<file path="src/rtl/sram_bus_arbiter_if.sv">
// rtl/sram_bus_arbiter_if.sv - requester-side request/response bus of sram_bus_arbiter
// Flat per-port vectors: port i occupies slice i of every packed field.
interface sram_bus_arbiter_if #(
  parameter int NUM_REQ = 2,
  parameter int ADDR_W  = 32
);
  logic [NUM_REQ-1:0]        req_valid;
  logic [NUM_REQ-1:0]        req_ready;
  logic [4*NUM_REQ-1:0]      req_wstrb;
  logic [ADDR_W*NUM_REQ-1:0] req_addr;
  logic [32*NUM_REQ-1:0]     req_wdata;
  logic [NUM_REQ-1:0]        rsp_valid;
  logic [31:0]               rsp_rdata;

  modport master (
    output req_valid, req_wstrb, req_addr, req_wdata,
    input  req_ready, rsp_valid, rsp_rdata
  );

  modport slave (
    input  req_valid, req_wstrb, req_addr, req_wdata,
    output req_ready, rsp_valid, rsp_rdata
  );
endinterface

</file>
<file path="src/rtl/sram_bus_arbiter.sv">
// rtl/sram_bus_arbiter.sv - N-port arbiter driving BaseRAM/ExtRAM with fixed wait-state accesses
// Optional feature macro ARB_ROUND_ROBIN_EN: round-robin grant instead of lowest-index priority.
module sram_bus_arbiter #(
  parameter int NUM_REQ      = 2,
  parameter int ADDR_W       = 32,
  parameter int BANK_AW      = 20,
  parameter int BANK_SEL_BIT = 22,
  parameter int WAIT_CYCLES  = 1
) (
  input  logic                clk,
  input  logic                resetn,
  sram_bus_arbiter_if.slave   bus,
  output logic                base_en,
  output logic [3:0]          base_we,
  output logic [BANK_AW-1:0]  base_addr,
  output logic [31:0]         base_wdata,
  input  logic [31:0]         base_rdata,
  output logic                ext_en,
  output logic [3:0]          ext_we,
  output logic [BANK_AW-1:0]  ext_addr,
  output logic [31:0]         ext_wdata,
  input  logic [31:0]         ext_rdata,
  output logic                busy
);

  localparam int IDX_W = (NUM_REQ > 1) ? $clog2(NUM_REQ) : 1;
  localparam int CNT_W = (WAIT_CYCLES > 1) ? $clog2(WAIT_CYCLES) : 1;

  generate
    if (WAIT_CYCLES < 1) begin : g_bad_wait
      $error("sram_bus_arbiter: WAIT_CYCLES must be >= 1");
    end
  endgenerate

  typedef enum logic [1:0] {IDLE, ACCESS, RESP} state_t;

  state_t             state;
  logic [CNT_W-1:0]   cnt;
  logic [IDX_W-1:0]   sel_idx;
  logic               sel_ext;
  logic [3:0]         sel_wstrb;
  logic [NUM_REQ-1:0] rsp_valid_q;
  logic [31:0]        rsp_rdata_q;
  logic [NUM_REQ-1:0] ready_c;

  logic               grant_found;
  logic [IDX_W-1:0]   grant_idx;
  logic [IDX_W-1:0]   cand;
  logic [3:0]         g_wstrb;
  logic [BANK_AW-1:0] g_word;
  logic [0:0]         g_bank;
  logic [31:0]        g_wdata;

`ifdef ARB_ROUND_ROBIN_EN
  logic [IDX_W-1:0]   rr_ptr;
`endif

  // Winner search: first valid port in search order starting at the priority origin.
  always_comb begin
    grant_found = 1'b0;
    grant_idx   = '0;
    cand        = '0;
    for (int k = 0; k < NUM_REQ; k++) begin
`ifdef ARB_ROUND_ROBIN_EN
      cand = IDX_W'((int'(rr_ptr) + 1 + k) % NUM_REQ);
`else
      cand = IDX_W'(k);
`endif
      if (!grant_found && bus.req_valid[cand]) begin
        grant_found = 1'b1;
        grant_idx   = cand;
      end
    end
  end

  assign g_wstrb = bus.req_wstrb[int'(grant_idx)*4 +: 4];
  assign g_word  = bus.req_addr[int'(grant_idx)*ADDR_W + 2 +: BANK_AW];
  assign g_bank  = bus.req_addr[int'(grant_idx)*ADDR_W + BANK_SEL_BIT +: 1];
  assign g_wdata = bus.req_wdata[int'(grant_idx)*32 +: 32];

  always_comb begin
    ready_c = '0;
    if (resetn && state == IDLE && grant_found)
      ready_c[grant_idx] = 1'b1;
  end

  assign bus.req_ready = ready_c;
  assign bus.rsp_valid = rsp_valid_q;
  assign bus.rsp_rdata = rsp_rdata_q;

  always_ff @(posedge clk or negedge resetn) begin
    if (!resetn) begin
      state       <= IDLE;
      cnt         <= '0;
      sel_idx     <= '0;
      sel_ext     <= 1'b0;
      sel_wstrb   <= '0;
      rsp_valid_q <= '0;
      rsp_rdata_q <= '0;
      busy        <= 1'b0;
      base_en     <= 1'b0;
      base_we     <= '0;
      base_addr   <= '0;
      base_wdata  <= '0;
      ext_en      <= 1'b0;
      ext_we      <= '0;
      ext_addr    <= '0;
      ext_wdata   <= '0;
`ifdef ARB_ROUND_ROBIN_EN
      rr_ptr      <= IDX_W'(NUM_REQ - 1);
`endif
    end else begin
      unique case (state)
        IDLE: begin
          if (grant_found) begin
            state     <= ACCESS;
            busy      <= 1'b1;
            cnt       <= CNT_W'(WAIT_CYCLES - 1);
            sel_idx   <= grant_idx;
            sel_ext   <= g_bank[0];
            sel_wstrb <= g_wstrb;
`ifdef ARB_ROUND_ROBIN_EN
            rr_ptr    <= grant_idx;
`endif
            // Only the addressed bank picks up new addr/wdata; the other keeps its old values.
            if (g_bank[0]) begin
              ext_en    <= 1'b1;
              ext_we    <= g_wstrb;
              ext_addr  <= g_word;
              ext_wdata <= g_wdata;
            end else begin
              base_en    <= 1'b1;
              base_we    <= g_wstrb;
              base_addr  <= g_word;
              base_wdata <= g_wdata;
            end
          end
        end
        ACCESS: begin
          if (cnt == '0) begin
            state       <= RESP;
            base_en     <= 1'b0;
            base_we     <= '0;
            ext_en      <= 1'b0;
            ext_we      <= '0;
            rsp_valid_q <= NUM_REQ'(1) << sel_idx;
            if (sel_wstrb == 4'b0000)
              rsp_rdata_q <= sel_ext ? ext_rdata : base_rdata;
            else
              rsp_rdata_q <= '0;
          end else begin
            cnt <= cnt - 1'b1;
          end
        end
        RESP: begin
          state       <= IDLE;
          busy        <= 1'b0;
          rsp_valid_q <= '0;
          rsp_rdata_q <= '0;
        end
        default: state <= IDLE;
      endcase
    end
  end

endmodule

</file>
<file path="src/flat_wrapper.sv">
// flat-port wrapper written by rule: the top's interface ports become plain ports
module sram_bus_arbiter_flat 
#(
  parameter int NUM_REQ      = 2,
  parameter int ADDR_W       = 32,
  parameter int BANK_AW      = 20,
  parameter int BANK_SEL_BIT = 22,
  parameter int WAIT_CYCLES  = 1
)
  (clk, resetn, base_en, base_we, base_addr, base_wdata, base_rdata, ext_en, ext_we, ext_addr, ext_wdata, ext_rdata, busy, bus_req_valid, bus_req_wstrb, bus_req_addr, bus_req_wdata, bus_req_ready, bus_rsp_valid, bus_rsp_rdata);
  sram_bus_arbiter_if #(.NUM_REQ(NUM_REQ), .ADDR_W(ADDR_W)) bus_i ();
  input  logic clk;
  input  logic resetn;
  output logic base_en;
  output logic [3:0] base_we;
  output logic [BANK_AW-1:0] base_addr;
  output logic [31:0] base_wdata;
  input  logic [31:0] base_rdata;
  output logic ext_en;
  output logic [3:0] ext_we;
  output logic [BANK_AW-1:0] ext_addr;
  output logic [31:0] ext_wdata;
  input  logic [31:0] ext_rdata;
  output logic busy;
  input wire logic [$bits(bus_i.req_valid)-1:0] bus_req_valid;
  input wire logic [$bits(bus_i.req_wstrb)-1:0] bus_req_wstrb;
  input wire logic [$bits(bus_i.req_addr)-1:0] bus_req_addr;
  input wire logic [$bits(bus_i.req_wdata)-1:0] bus_req_wdata;
  output wire logic [$bits(bus_i.req_ready)-1:0] bus_req_ready;
  output wire logic [$bits(bus_i.rsp_valid)-1:0] bus_rsp_valid;
  output wire logic [$bits(bus_i.rsp_rdata)-1:0] bus_rsp_rdata;
  assign bus_i.req_valid = bus_req_valid;
  assign bus_i.req_wstrb = bus_req_wstrb;
  assign bus_i.req_addr = bus_req_addr;
  assign bus_i.req_wdata = bus_req_wdata;
  assign bus_req_ready = bus_i.req_ready;
  assign bus_rsp_valid = bus_i.rsp_valid;
  assign bus_rsp_rdata = bus_i.rsp_rdata;
  sram_bus_arbiter #(.NUM_REQ(NUM_REQ), .ADDR_W(ADDR_W), .BANK_AW(BANK_AW), .BANK_SEL_BIT(BANK_SEL_BIT), .WAIT_CYCLES(WAIT_CYCLES)) u_core (.clk(clk), .resetn(resetn), .bus(bus_i), .base_en(base_en), .base_we(base_we), .base_addr(base_addr), .base_wdata(base_wdata), .base_rdata(base_rdata), .ext_en(ext_en), .ext_we(ext_we), .ext_addr(ext_addr), .ext_wdata(ext_wdata), .ext_rdata(ext_rdata), .busy(busy));
endmodule
</file>
<file path="config.mk">
export PLATFORM = sky130hd
export DESIGN_NAME = sram_bus_arbiter_flat
export DESIGN_NICKNAME = d
export VERILOG_FILES = /design/src/rtl/sram_bus_arbiter_if.sv /design/src/rtl/sram_bus_arbiter.sv /design/src/flat_wrapper.sv
export SDC_FILE = /design/constraint.sdc
export NUM_CORES = 1
export LEC_CHECK = 0
export BUFFER_PORTS_ARGS = -buffer_cell sky130_fd_sc_hd__buf_2
export CORE_AREA = 2 2 139 141
export CTS_BUF_LIST = sky130_fd_sc_hd__clkbuf_16
export DETAILED_ROUTE_END_ITERATION = 8
export DIE_AREA = 0 0 141 143
export PLACE_DENSITY_LB_ADDON = 0.05
export RECOVER_POWER = 50
export SYNTH_ARGS = -nofsm -noshare
export SYNTH_HDL_FRONTEND = slang
export SYNTH_SLANG_ARGS = --single-unit
</file>
<file path="constraint.sdc">
create_clock -name clk -period 1.9 [get_ports clk]
set_input_delay 0.19 -clock clk [delete_from_list [all_inputs] [get_ports clk]]
set_output_delay 0.19 -clock clk [all_outputs]
set_load 0.01 [all_outputs]
</file>
# Yosys cells after proc, flatten, opt, wreduce, memory -nomap -nowiden
# Index checks and enable logic that the tools add are counted.
# classes
n_lt_le_gt_ge,2
reduce_logical,19
bitwise,1
n_shift,5
n_mux,34
n_eq_ne,6
add_sub_neg,3
# ops
cell,count
32-bit two-way mux,3
32-bit case mux with 2 select lines,1
64-bit by 32-bit indexed part select with 1-bit output,1
64-bit by 32-bit indexed part select with 20-bit output,1
64-bit by 7-bit indexed part select with 32-bit output,1
4-bit two-way mux,5
4-bit case mux with 2 select lines,2
1-bit two-way mux,12
2-bit AND reduction,5
2-bit two-way mux,4
1-bit case mux with 2 select lines,4
2-bit case mux with 2 select lines,2
4-bit AND reduction,2
8-bit by 4-bit indexed part select with 4-bit output,1
"6-bit by 2-bit adder with 7-bit output, second input constant",1
"6-bit by 5-bit adder with 7-bit output, second input constant",1
3-bit AND reduction,2
2-bit nonzero test,3
1-bit logical AND,4
4-bit zero test,1
"2-bit by 1-bit != test with 1-bit output, second input constant",2
"2-bit != test, second input constant",2
"2-bit by 1-bit == test with 1-bit output, second input constant",1
"2-bit == test, second input constant",1
other kinds (8),8
# word_totals
out_inout_bits,151
register_bits,158
in_bits,204
word_cells,86

# Longest topological paths before layout
# Gate-level depths: netlist of run 1.
# depth
depth_word,9
depth_mapped,7
mapped_depth_nobuf,5

# Worst setup path before layout of run 1
# No wires, ideal clock.
# synth_timing
path_type,reg2reg
startpoint,reg u_core.state[0]
endpoint,reg u_core.base_addr[10]
path_buffers,2
synth_period_minus_slack_ns,1.826
path_stages_with_launch,8
setup_time_ns,0.125
path_slack_ns,0.074
required_time_ns,1.775
arrival_ns,1.701
path_cell_list,dfrtp_1 inv_1 ha_1 buf_2 nand3b_2 nand2_2 buf_4 mux2_2
# synth_via
elab_chain_cells,2
# synth_rtl
item,line,text
from (decl),sram_bus_arbiter.sv:37,state_t state;
from (signal assigned),sram_bus_arbiter.sv:93,state <= IDLE;
from (signal assigned),sram_bus_arbiter.sv:116,state <= ACCESS;
from (signal assigned),sram_bus_arbiter.sv:141,state <= RESP;
2-bit zero test,sram_bus_arbiter.sv:113,unique case (state)
3-bit AND reduction (no line),-,
to (signal assigned),sram_bus_arbiter.sv:134,base_addr <= g_word;
to (decl),sram_bus_arbiter.sv:15,"output logic [BANK_AW-1:0] base_addr,"
# Every way passes these cells.
# A chain may end at the register's enable or synchronous reset.

# Final worst setup path of run 1
# layout_timing
startpoint,reg u_core.state[1]
endpoint,out bus_req_ready[0]
# layout_via
elab_chain_cells,4
# layout_rtl
item,line,text
2-bit zero test,sram_bus_arbiter.sv:83,if (resetn && state == IDLE && grant_found)
1-bit logical AND (2 in a row),sram_bus_arbiter.sv:83,
2-bit two-way mux,sram_bus_arbiter.sv:83,
to (decl),flat_wrapper.sv:29,output wire logic [$bits(bus_i.req_ready)-1:0] bus_req_ready;
# Every way passes these cells.

==> flow_metrics.py, run 1 <==
metrics = {
    "route": {
        "drc": 0,
        "route.met3.wl_um": 1571,
        "dr_wl_met2_um": 9802,
        "top_layer": "met4",
        "drtAntennaViolNets": 0,
        "wirelength_um": 19380,
        "drtIter0Drc": 139,
        "wire_per_inst_um": 17.59,
        "vias_per_cell": 4.848,
        "vias": 5342,
        "dr.pass1.iters": 4,
        "drt-met1-wl_um": 7657,
    },
    "synth": {
        "syn-num-nets": 720,
        "yosys.cell_types.count": 33,
        "synth_ff_type": "dfrtp_1",
        "yosys.area.top_type": "dfrtp_1",
        "synth_enable_flop_cells": 0,
        "ys_seq_elements": 157,
        "synth_warnings": 0,
        "syn_area_per_cell_um2": 14.18,
        "synthTopCellsByArea": "dfrtp_1 54%, mux2_2 14%, mux2_4 13%",
        "ys_async_sr_fraction_pct": 100.0,
        "synth_top_area_share_pct": 54.02,
        "syn_inst": 513,
        "yosysSeqAreaShare_pct": 54.02,
        "mappedNetlistArea_um2": 7273,
    },
    "timing": {
        "post-route-period-util_pct": 92.41,
        "slew_headroom_pct": 33.49,
        "fmax_mhz": 569.5,
        "tns_ns": 0,
        "fin_crit_ns": 1.756,
        "rsz0062_at_grt": "false",
        "finalHoldViolCount": 0,
        "holdWs_ns": 0.04646,
        "fin_skew_ns": 0.009812,
        "setup_violations": 0,
        "drv_slew": 0,
        "max_slew.worst_pin.slew_ns": 0.9976,
    },
    "clocking": {
        "clock_path_buffers": 2,
        "cts_sinks": 157,
        "post_cts_buffers": 0,
        "cts-buffers-inserted": 17,
        "insertion_delay_ns": 0.42,
        "clk_pin_slew_ns": 0.06,
        "ctsHtreeMaxLevel": 4,
        "cts_tree": "built",
        "cts_root_buffer": "clkbuf_16",
    },
    "critical_path": {
        "cp-start-kind": "flip-flop",
        "rr_worst_depth": 6,
        "required_ns": 1.71,
        "cp_max_fo": 12,
        "worstSetupEndpointType": "output port",
        "cpPeakStageDelay_ns": 0.38,
        "r2r_end": "u_core.base_addr[15]",
        "worst-setup-path-type": "reg -> out",
        "crit_arrival_ns": 1.57,
        "path_cells": "inv_1, ha_4, buf_6, and3_1, buf_2",
        "crit_slowest_cell": "dfrtp_1",
        "timing.reg2reg.setup_slack_ns": 0.16,
        "path_delay_family": "buffers and inverters",
        "r2r-start": "u_core.state[1]",
        "critPathBufInv": 3,
    },
    "min_path": {
        "hold_class": "in -> reg",
        "min_to": "u_core.bus.rsp_rdata[28]",
        "worstHoldStart": "base_rdata[28]",
        "whs_path_depth": 3,
    },
    "final_layout": {
        "diodes": 0,
        "area_delta_synth_final_pct": 35.15,
        "stdcell_count": 1102,
        "layout_commonest_cell": "buf_2",
        "final_cell_mix": "256 x buf_2, 156 x dfrtp_1, 92 x mux2_2",
        "final_nets": 1062,
        "drive_gt1_share_pct": 54.72,
    },
    "die": {
        "core_um2": 18580,
        "floorplan.die_area_um2": 20160,
        "die_y_um": 143,
        "ios": 355,
        "row_count": 50,
        "initial_core_util_pct": 39.14,
        "die_w_um": 141,
    },
    "placement": {
        "io_buffer_count": 332,
        "dp_hpwl_um": 14550,
        "routabilityCongestion": 0.7864,
        "place_inst": 1069,
    },
    "global_routing": {
        "grt_pass1_vias": 5754,
        "grt_max_degree": 74,
        "antenna_found_initial": 0,
        "overflow": 0,
        "grtUsageTotal_pct": 19.34,
        "grt_pass1_wl_um": 30190,
    },
    "power": {
        "p_total_mw": 16.08,
        "p_leak_nw": 4.862,
        "power_density_nw_per_um2": 1635,
        "ir_worst_vdd_mv": 0.7467,
    },
    "run_status": {
        "status": "completed",
    },
    "run": {
        "maxCapViolCount": 0,
    },
}
## state kept, by name, summed over array words and instances (netlist names), 2 cells and up
name	count
u_core.base_wdata	32
u_core.bus.rsp_rdata	32
u_core.ext_wdata	32
u_core.base_addr	20
u_core.ext_addr	20
u_core.base_we	4
u_core.ext_we	4
u_core.sel_wstrb	4
u_core.bus.rsp_valid	2
u_core.state	2
## Yosys cell counts, types with 2 or more instances
master / n
a21oi_1: 4
and2_1: 2
buf_2: 8
buf_4: 10
buf_6: 5
clkbuf_1: 10
dfrtp_1: 157
ha_1: 3
inv_1: 38
mux2_2: 92
mux2_4: 65
mux2i_1: 37
nand2_1: 6
nand2_2: 2
nand3_1: 2
nand3b_1: 2
nor2_1: 3
o2111ai_1: 8
o21ai_0: 7
o22ai_1: 32
o31ai_1: 8
## per-stage QoR
step	utilization, %	cell area [µm²]	setup slack [ns]
floorplan	-	7273	0.07431
global placement	50.18	9324	0.07069
detailed placement	50.18	9324	0.04625
CTS	53.47	9935	0.01114
global route	52.90	9829	0.008282
finish	52.90	9829	0.1442
## cell families after synthesis
family                     share of synthesized area (%)
muxes                                              32.75
DFF                                                54.02
buffers and inverters                              4.886
AOI/OAI and AO/OA                                  5.797
and+or+nand+nor                                    2.030
adders and majority gates                         0.5161
## what timing repair did
item,CTS,global route
hold buffers,1,0
setup endpoints to repair,2,23
gates resized for setup,1,3
hold endpoints to repair,141,0
## cell type report
type | count | area (µm²)
Clock buffer | 17 | 425.4
Clock inverter | 15 | 172.7
Fill cell | 1700 | 8751
Inverter | 39 | 146.4
Multi-Input combinational cell | 284 | 3002
Sequential cell | 157 | 3930
Tap cell | 234 | 292.8
Timing Repair Buffer | 356 | 1861
## where the power goes
group / switching, mW / internal, mW
clock network: 1.38 / 2.06
registers: 0.956 / 5.01
logic: 3.37 / 3.30
## how the worst max path moves through the flow
stage	from	endpoint	slack, ns	cells after the start
floorplan	u_core.state[0]	u_core.base_addr[10]	0.07	7
global placement	u_core.state[0]	u_core.base_addr[14]	0.07	6
detailed placement	u_core.state[0]	u_core.base_addr[15]	0.05	6
CTS	u_core.state[0]	bus_req_ready[0]	0.01	5
global route	u_core.state[1]	bus_req_ready[1]	0.008	6
finish	u_core.state[1]	bus_req_ready[0]	0.14	5
## layer usage
| metal | vias to the layer above | GRT usage (%) |
|---|---|---|
| met2 | 220 | 34.07 |
| met4 | 0 | 6.632 |
| met3 | 23 | 6.774 |
| met1 | 2580 | 21.93 |
| li1 | 2519 | - |
| met5 | - | 0 |
## worst min-delay path: cells and delay by family
kind	cells	cell delay, ns
multiplexers	1	0.05
AO/OA/AOI/OAI	1	0.09
buffers and inverters	1	0.07
(Power assumes the default switching activity.)
==> run 2: changes to the inputs <==
--- a/config.mk
+++ b/config.mk
@@ -12,6 +12,7 @@
 export DIE_AREA = 0 0 141 143
 export PLACE_DENSITY_LB_ADDON = 0.05
 export RECOVER_POWER = 50
+export SETUP_SLACK_MARGIN = 0.4
 export SYNTH_ARGS = -nofsm -noshare
 export SYNTH_HDL_FRONTEND = slang
 export SYNTH_SLANG_ARGS = --single-unit
==> flow_metrics.py, run 2 (synthesis gave the netlist of run 1 again) <==
metrics = {
    "min_path": {
        "hold_class": "in -> reg",
        "whs_path_depth": 3,
    },
    "critical_path": {
        "rr_worst_depth": 7,
        "cpPeakStageDelay_ns": 0.39,
        "path_delay_family": "flip-flops",
        "critPathBufInv": 3,
        "path_cells": "inv_2, ha_4, buf_12, nand4b_4, nand2_8, buf_12, mux2_2",
        "worst_path_most_repeated_cell": "buf_12",
        "worstSetupEndpointType": "flip-flop",
        "cp-start-kind": "flip-flop",
        "crit_slowest_cell": "dfrtp_1",
        "cp_num_cells": 7,
        "cp_max_fo": 11,
        "crit_arrival_ns": 2.01,
        "worst-setup-path-type": "reg -> reg",
        "required_ns": 2.20,
    },
    "die": {
        "row_count": 50,
        "core_um2": 18580,
        "initial_core_util_pct": 39.14,
        "floorplan.die_area_um2": 20160,
        "ios": 355,
        "die_w_um": 141,
        "die_y_um": 143,
    },
    "final_layout": {
        "diodes": 0,
        "layout_commonest_cell": "buf_2",
        "stdcell_count": 1132,
        "final_cell_mix": "253 x buf_2, 156 x dfrtp_1, 118 x mux2_4",
        "drive_gt1_share_pct": 61.36,
        "final_core_util_pct": 58.71,
        "final_nets": 1092,
        "area_delta_synth_final_pct": 49.97,
        "final_cell_area_um2": 10910,
    },
    "placement": {
        "dp_hpwl_um": 14740,
        "post_dp_cell_area_um2": 9487,
        "routabilityCongestion": 0.7874,
        "place_ws_ns": 0.01106,
        "place_inst": 1070,
        "io_buffer_count": 332,
    },
    "route": {
        "drtAntennaViolNets": 0,
        "top_layer": "met4",
        "dr.pass1.iters": 5,
        "drt-met1-wl_um": 8622,
        "drtIter0Drc": 145,
        "wire_per_inst_um": 18.99,
        "route.met3.wl_um": 1451,
        "vias_per_cell": 4.943,
        "dr_wl_met2_um": 10970,
        "drc": 0,
        "wirelength_um": 21490,
        "vias": 5595,
    },
    "run": {
        "maxCapViolCount": 0,
    },
    "global_routing": {
        "grt_max_degree": 101,
        "grt_pass1_wl_um": 30220,
        "grt_pass1_vias": 5643,
        "grtUsageTotal_pct": 19.46,
        "overflow": 0,
        "antenna_found_initial": 0,
    },
    "power": {
        "power_density_nw_per_um2": 1659,
        "ir_worst_vdd_mv": 0.7753,
        "p_leak_nw": 5.393,
        "p_total_mw": 18.10,
    },
    "timing": {
        "slew_headroom_pct": 38.90,
        "fin_crit_ns": 1.710,
        "setup_violations": 0,
        "fmax_mhz": 584.8,
        "drv_slew": 0,
        "max_slew.worst_pin.slew_ns": 0.9166,
        "rsz0062_at_grt": "true",
        "holdWs_ns": 0.03535,
        "worst_slack_ns": 0.1900,
        "post-route-period-util_pct": 90.00,
        "fin_skew_ns": 0.004416,
        "tns_ns": 0,
        "finalHoldViolCount": 0,
    },
    "clocking": {
        "clk_pin_slew_ns": 0.06,
        "insertion_delay_ns": 0.42,
        "clock_path_buffers": 2,
        "cts_tree": "built",
        "cts_root_buffer": "clkbuf_16",
        "cts-buffers-inserted": 17,
        "cts_sinks": 157,
        "ctsHtreeMaxLevel": 4,
    },
    "run_status": {
        "status": "completed",
    },
}
-- run 2: power by group --
group | switching, mW | total (mW) | leakage (nW) | internal (mW)
Clock | 1.39 | 3.46 | 0.290 | 2.07
Combinational | 4.11 | 8.57 | 3.18 | 4.46
Sequential | 1.06 | 6.08 | 1.93 | 5.02
Total | 6.56 | 18.1 | 5.39 | 11.5
-- run 2: per-layer routing --
| metal | vias up | GRT usage, % |
|---|---|---|
| li1 | 2584 | - |
| met1 | 2749 | 22.85 |
| met2 | 229 | 33.99 |
| met3 | 33 | 5.567 |
| met4 | 0 | 7.316 |
| met5 | - | 0 |
-- run 2: final timing paths --
| check | end | slack, ns | from |
|---|---|---|---|
| max in group asynchronous | u_core.ext_en | 0.63 | resetn |
| min in group asynchronous | u_core.bus.rsp_rdata[23] | 0.15 | resetn |
| setup / recovery | u_core.ext_addr[10] | 0.19 | u_core.state[1] |
| hold / removal | u_core.bus.rsp_rdata[28] | 0.04 | base_rdata[28] |
| setup reg to reg | u_core.ext_addr[10] | 0.19 | u_core.state[1] |
| hold reg to reg | u_core.sel_wstrb[2] | 0.47 | u_core.sel_wstrb[2] |
-- run 2: final cells by class --
type,count,area (µm²)
fill,1568,7672
sequential,157,3930
multi-input combinational,284,3607
timing repair buffer,386,2330
clock buffer,17,425.4
tap,234,292.8
clock inverter,15,175.2
inverter,39,147.6
-- run 2: worst register-to-register path, stage by stage (launching register included) --
cell	delay (ns)
dfrtp_1	0.39
inv_2	0.09
ha_4	0.18
buf_12	0.12
nand4b_4	0.14
nand2_8	0.17
buf_12	0.17
mux2_2	0.34
-- run 2: timing repair --
action / in CTS / in global routing
setup buffers: 13 / 5
gates resized for setup: 30 / 75
setup endpoints to repair: 147 / 153
hold endpoints to repair: 116 / 0
pin swaps: 11 / 29
gates cloned: 2 / 9
hold buffers: 1 / 0
